<file path="src/rtl/ml_ahb_slave_port_arbiter.sv">
// Per-slave-port round-robin arbiter for the AHB multi-layer matrix.
// Registered one-hot address-phase grant, burst/lock hold, park-on-last, data-phase owner tracking.
module ml_ahb_slave_port_arbiter #(
    parameter int NUM_MASTERS = 4,
    parameter int IDX_W       = 2,
    parameter int MAX_HOLD    = 16
) (
    input  logic                   hclk,
    input  logic                   resetn,
    input  logic [NUM_MASTERS-1:0] req,
    input  logic [NUM_MASTERS-1:0] seq,
    input  logic [NUM_MASTERS-1:0] mastlock,
    input  logic                   hready_slave,
    output logic [NUM_MASTERS-1:0] grant,
    output logic [IDX_W-1:0]       owner_idx,
    output logic [NUM_MASTERS-1:0] data_grant,
    output logic                   data_valid,
    output logic [4:0]             hold_cnt
);

    localparam logic [4:0] HOLD_LAST = 5'(MAX_HOLD - 1);

    logic                   locked;
    logic                   own_req;
    logic                   own_seq;
    logic                   own_lock;
    logic [IDX_W-1:0]       cand;
    logic [IDX_W-1:0]       rr_idx;
    logic [IDX_W-1:0]       next_owner;
    logic [4:0]             next_hold;
    logic                   next_locked;
    logic [NUM_MASTERS-1:0] next_grant;

    assign own_req  = req[owner_idx];
    assign own_seq  = seq[owner_idx];
    assign own_lock = mastlock[owner_idx];

    // Scan from the farthest offset down so the nearest requester after the owner wins;
    // offset NUM_MASTERS is the owner itself, searched last.
    always_comb begin
        cand   = '0;
        rr_idx = owner_idx;
        for (int k = NUM_MASTERS; k >= 1; k--) begin
            cand = IDX_W'((int'(owner_idx) + k) % NUM_MASTERS);
            if (req[cand]) rr_idx = cand;
        end
    end

    always_comb begin
        next_owner  = owner_idx;
        next_hold   = '0;
        next_locked = 1'b0;
        if (locked || (own_lock && own_req)) begin
            // The lock persists through IDLE gaps and clears only when HMASTLOCK drops.
            next_locked = own_lock;
        end else if (own_req && own_seq && (hold_cnt < HOLD_LAST)) begin
            next_hold = hold_cnt + 5'd1;
        end else if (|req) begin
            next_owner = rr_idx;
        end
    end

    always_comb begin
        next_grant             = '0;
        next_grant[next_owner] = 1'b1;
    end

    always_ff @(posedge hclk or negedge resetn) begin
        if (!resetn) begin
            grant      <= NUM_MASTERS'(1);
            owner_idx  <= '0;
            data_grant <= '0;
            data_valid <= 1'b0;
            hold_cnt   <= '0;
            locked     <= 1'b0;
        end else if (hready_slave) begin
            grant      <= next_grant;
            owner_idx  <= next_owner;
            hold_cnt   <= next_hold;
            locked     <= next_locked;
            // Data phase is owned by whoever held the address phase before this edge.
            data_valid <= own_req;
            data_grant <= own_req ? grant : '0;
        end
    end

endmodule

</file>
<file path="config.mk">
export PLATFORM = sky130hd
export DESIGN_NAME = ml_ahb_slave_port_arbiter
export DESIGN_NICKNAME = d
export VERILOG_FILES = /design/src/rtl/ml_ahb_slave_port_arbiter.sv
export SDC_FILE = /design/constraint.sdc
export NUM_CORES = 1
export LEC_CHECK = 0
export BUFFER_PORTS_ARGS = -buffer_cell sky130_fd_sc_hd__buf_2
export CAP_MARGIN = 20
export CORE_AREA = 5 5 56 58
export DETAILED_ROUTE_END_ITERATION = 8
export DIE_AREA = 0 0 61 63
export MAX_ROUTING_LAYER = met4
export PLACE_DENSITY = 0.69
export SLEW_MARGIN = 20
export SYNTH_ARGS = -nofsm -noshare
export SYNTH_HDL_FRONTEND = slang
export SYNTH_SLANG_ARGS = --single-unit
</file>
<file path="constraint.sdc">
create_clock -name hclk -period 3.1 [get_ports hclk]
set_input_delay 0.62 -clock hclk [delete_from_list [all_inputs] [get_ports hclk]]
set_output_delay 0.62 -clock hclk [all_outputs]
set_load 0.02 [all_outputs]
</file>
==> metrics.md <==
| Metric | Value |
|---|---|
| Post-CTS Hold Buffers | `0` |
| Post-DRT Antenna Nets | `0` |
| Initial antenna violation count | `0` |
| Crit. End Element | `register` |
| Post_cts resized | `0` |
| Die height | `63 microns` |
| Core ar. | `2620 sq um` |
| Vias in the first global route | `892` |
| Final instance area | `1280 sq um` |
| Critical path launch point type | `register` |
| RSZ-0062 raised after global routing | `false` |
| Final Hold Viols | `0` |
| Yosys Warn Count | `0` |
| Post-Synth Simple-Gate Area | `14.6%` |
| Drt wl/cell | `15.0 microns` |
| WS Path Type | `reg2reg` |
| Syn Nets | `131` |
| Met2 Usage GRT | `19.7%` |
| Worst EP arrival | `2510 ps` |
| Unique masters post-synth | `47` |
| Synth Area in Adders | `1.12%` |
| Max Slew Vio Count | `0` |
| Post-synth top flop | `dfrtp_1` |
| Ports | `31` |
| Avg Cell Area, Syn | `9.75 sq um` |
| Post-synthesis mux area share | `8.93%` |
| GRT Residual Overflow | `0` |
| Total routed wirelength | `2.55 mm` |
| Worst-path clk slew | `100 ps` |
| Chip width | `61 microns` |
| Critical path's slowest cell | `dfrtp_1` |
| Mean number of vias per cell | `5.82` |
| Crit-path cells | `mux2_2 > o21ai_1 > nor3_4 > or4b_1 > xnor2_1` |
| CTS sink cnt | `17` |
| Area Growth Syn to Fin | `14.2%` |
| Clock buffer count from CTS | `3` |
| DIE AREA | `3840 sq um` |
| Final TNS setup | `0 ps` |
| Post-route insts no fill | `170` |
| Main combinational cell family by area after synthesis | `compound AO/OA/AOI/OAI gates` |
| RePlAce Congestion | `0.795` |
| GR Util All Layers | `14.8%` |
| Outcome | `finished clean` |
| Worst skew pair latency | `290 ps` |
| MaxCap Viol Count | `0` |
| HP Class | `in2async` |
| Worst Tran Pin Value | `646 ps` |
| Placed instance count | `166` |
| Dpl cell area | `1250 sq um` |
| Slowest stage delay, CP | `770 ps` |
| Detailed placement HPWL | `1.88 mm` |
| Vias | `989` |
| CP Max Fanout | `21` |
| LEAKAGE | `0.602 nW` |
| Period Utilization, post-route | `75.4%` |
| PD cells | `876 nW/um^2` |
| Initial core utilization | `42.9%` |
| M1 GR Usage | `22.7%` |
| CP top delay family | `flip-flops` |
| Reg2Reg Setup Slack | `760 ps` |
| Initial DRC count | `31` |
| Residual DRC | `0` |
| Post-synthesis sequential area ratio | `38.1%` |
| Post-Synthesis Cells | `115` |
| Worst path required time | `3270 ps` |
| Post-Syn Area | `1120 sq um` |
| N_diodes | `0` |
| CTS tree | `built` |
| M3 GR Usage | `1.86%` |
| Port bufs | `30` |
| Final setup viols | `0` |
| Peak Freq | `428 MHz` |
| Share of layout cells above drive strength 1 | `30.9%` |
| # nets final | `156` |
| Pre-Repair DR Iteration Count | `4` |
| Slew headroom | `56.9%` |
| Total power | `1.12 mW` |
| Post-route minimum period | `2340 ps` |
| Buf/Inv on CP | `0` |
| Async SR Flop Fraction | `100%` |
| Worst vdd ir | `0.000453 V` |
| Post-CTS setup buffer count | `0` |
| Gr busiest metal | `met1` |
| Row count | `19` |
| XOR/XNOR Fraction of Synth Area | `0.781%` |
| Root buffer cell | `clkbuf_4` |
| Clock Path Buffers | `2` |
| # H-tree levels | `1` |
| #FFs+latches synth | `17` |
| EDFF count, synth | `0` |
| Clock skew | `3.28 ps` |
| First-pass GRT wire length | `4.22 mm` |
| Synth Area in Compound Gates | `29.4%` |
| Largest net degree at the start of global routing | `22` |
==> layout by cell type, fill, tap and decap left out, types with 2 or more instances in the layout <==
cell type	count
nor3_1	4
o2bb2ai_1	9
buf_2	30
a21o_1	3
o22ai_1	2
inv_1	5
o21ai_0	5
nor2_1	6
nand2b_1	4
dfrtp_1	16
clkbuf_4	3
nand4_1	2
mux2i_1	4
nand2_1	7
a21oi_1	5
mux2_2	2
a2bb2oi_1	2
a32oi_1	2
==> layer usage <==
metal,share of wire (%),up-vias,wire [microns]
li1,-,479,-
met4,1.1,0,28
met5,0,-,0
met1,48,476,1220
met3,4.8,4,123
met2,46,30,1180
==> synthesized netlist by cell type (2+ instances only) <==
library cell	number	area, sq um
nand4_1	2	12.5
o2bb2ai_1	9	78.8
mux2_2	2	22.5
buf_6	2	22.5
a21oi_1	5	25.0
o22ai_1	2	12.5
a32oi_1	2	17.5
dfrtp_1	16	400
a2bb2oi_1	2	17.5
clkbuf_1	5	18.8
o21ai_0	5	25.0
nand2b_1	4	25.0
nand2_1	7	26.3
a21o_1	3	22.5
inv_1	5	18.8
clkbuf_2	2	10.0
mux2i_1	4	40.0
nor3_1	4	20.0
nor2_1	6	22.5
==> cells by family (layout without fill, tap and decap cells) <==
family / Yosys count / count (layout)
mux: 8 / 8
flops: 17 / 17
buf+inv: 16 / 40
xor+xnor: 1 / 1
compound gates: 43 / 43
simple gates: 29 / 29
fa+ha+maj: 1 / 1
==> worst paths after layout <==
check	start	to	cells past startpoint
hold reg to reg	data_valid$_DFFE_PN0P_	data_valid$_DFFE_PN0P_	1
min in group hclk	data_valid$_DFFE_PN0P_	data_valid$_DFFE_PN0P_	1
hold / removal	resetn	data_grant[3]$_DFFE_PN0P_	1
setup reg to reg	owner_idx[1]$_DFFE_PN0P_	owner_idx[0]$_DFFE_PN0P_	5
setup / recovery	owner_idx[1]$_DFFE_PN0P_	owner_idx[0]$_DFFE_PN0P_	5
max in group asynchronous	resetn	grant[0]$_DFFE_PN1P_	1
==> state kept, by name (all words and copies together), names as in the netlist <==
name,cells
data_valid,1
locked,1
grant,4
data_grant,4
hold_cnt,5
owner_idx,2
==> metrics by stage <==
| step | setup slack, ps | hold slack, ps | utilization (%) |
|---|---|---|---|
| 2_1_floorplan | 1060 | 324 | - |
| 3_5_place_dp | 766 | 472 | 47.9 |
| 4_1_cts | 747 | 226 | 48.9 |
| 6_report | 762 | 225 | 48.9 |
| 3_3_place_gp | 841 | 465 | 47.9 |
| 5_1_grt | 594 | 235 | 48.9 |
==> area by class of cell <==
type | instances | area, sq um
fillers | 274 | 1340
multi-input cells | 82 | 614
flip-flops and latches | 17 | 427
repair buffers | 30 | 150
well taps | 31 | 38.8
clock buffers | 4 | 26.3
inverters | 6 | 23.8
==> power breakdown <==
part           total, mW  internal (mW)  leakage (nW)  switching [mW]
sequential         0.413          0.296         0.219           0.117
clock              0.122         0.0501        0.0150          0.0721
combinational      0.586          0.263         0.368           0.323
Power figures use the tool's default switching activity.
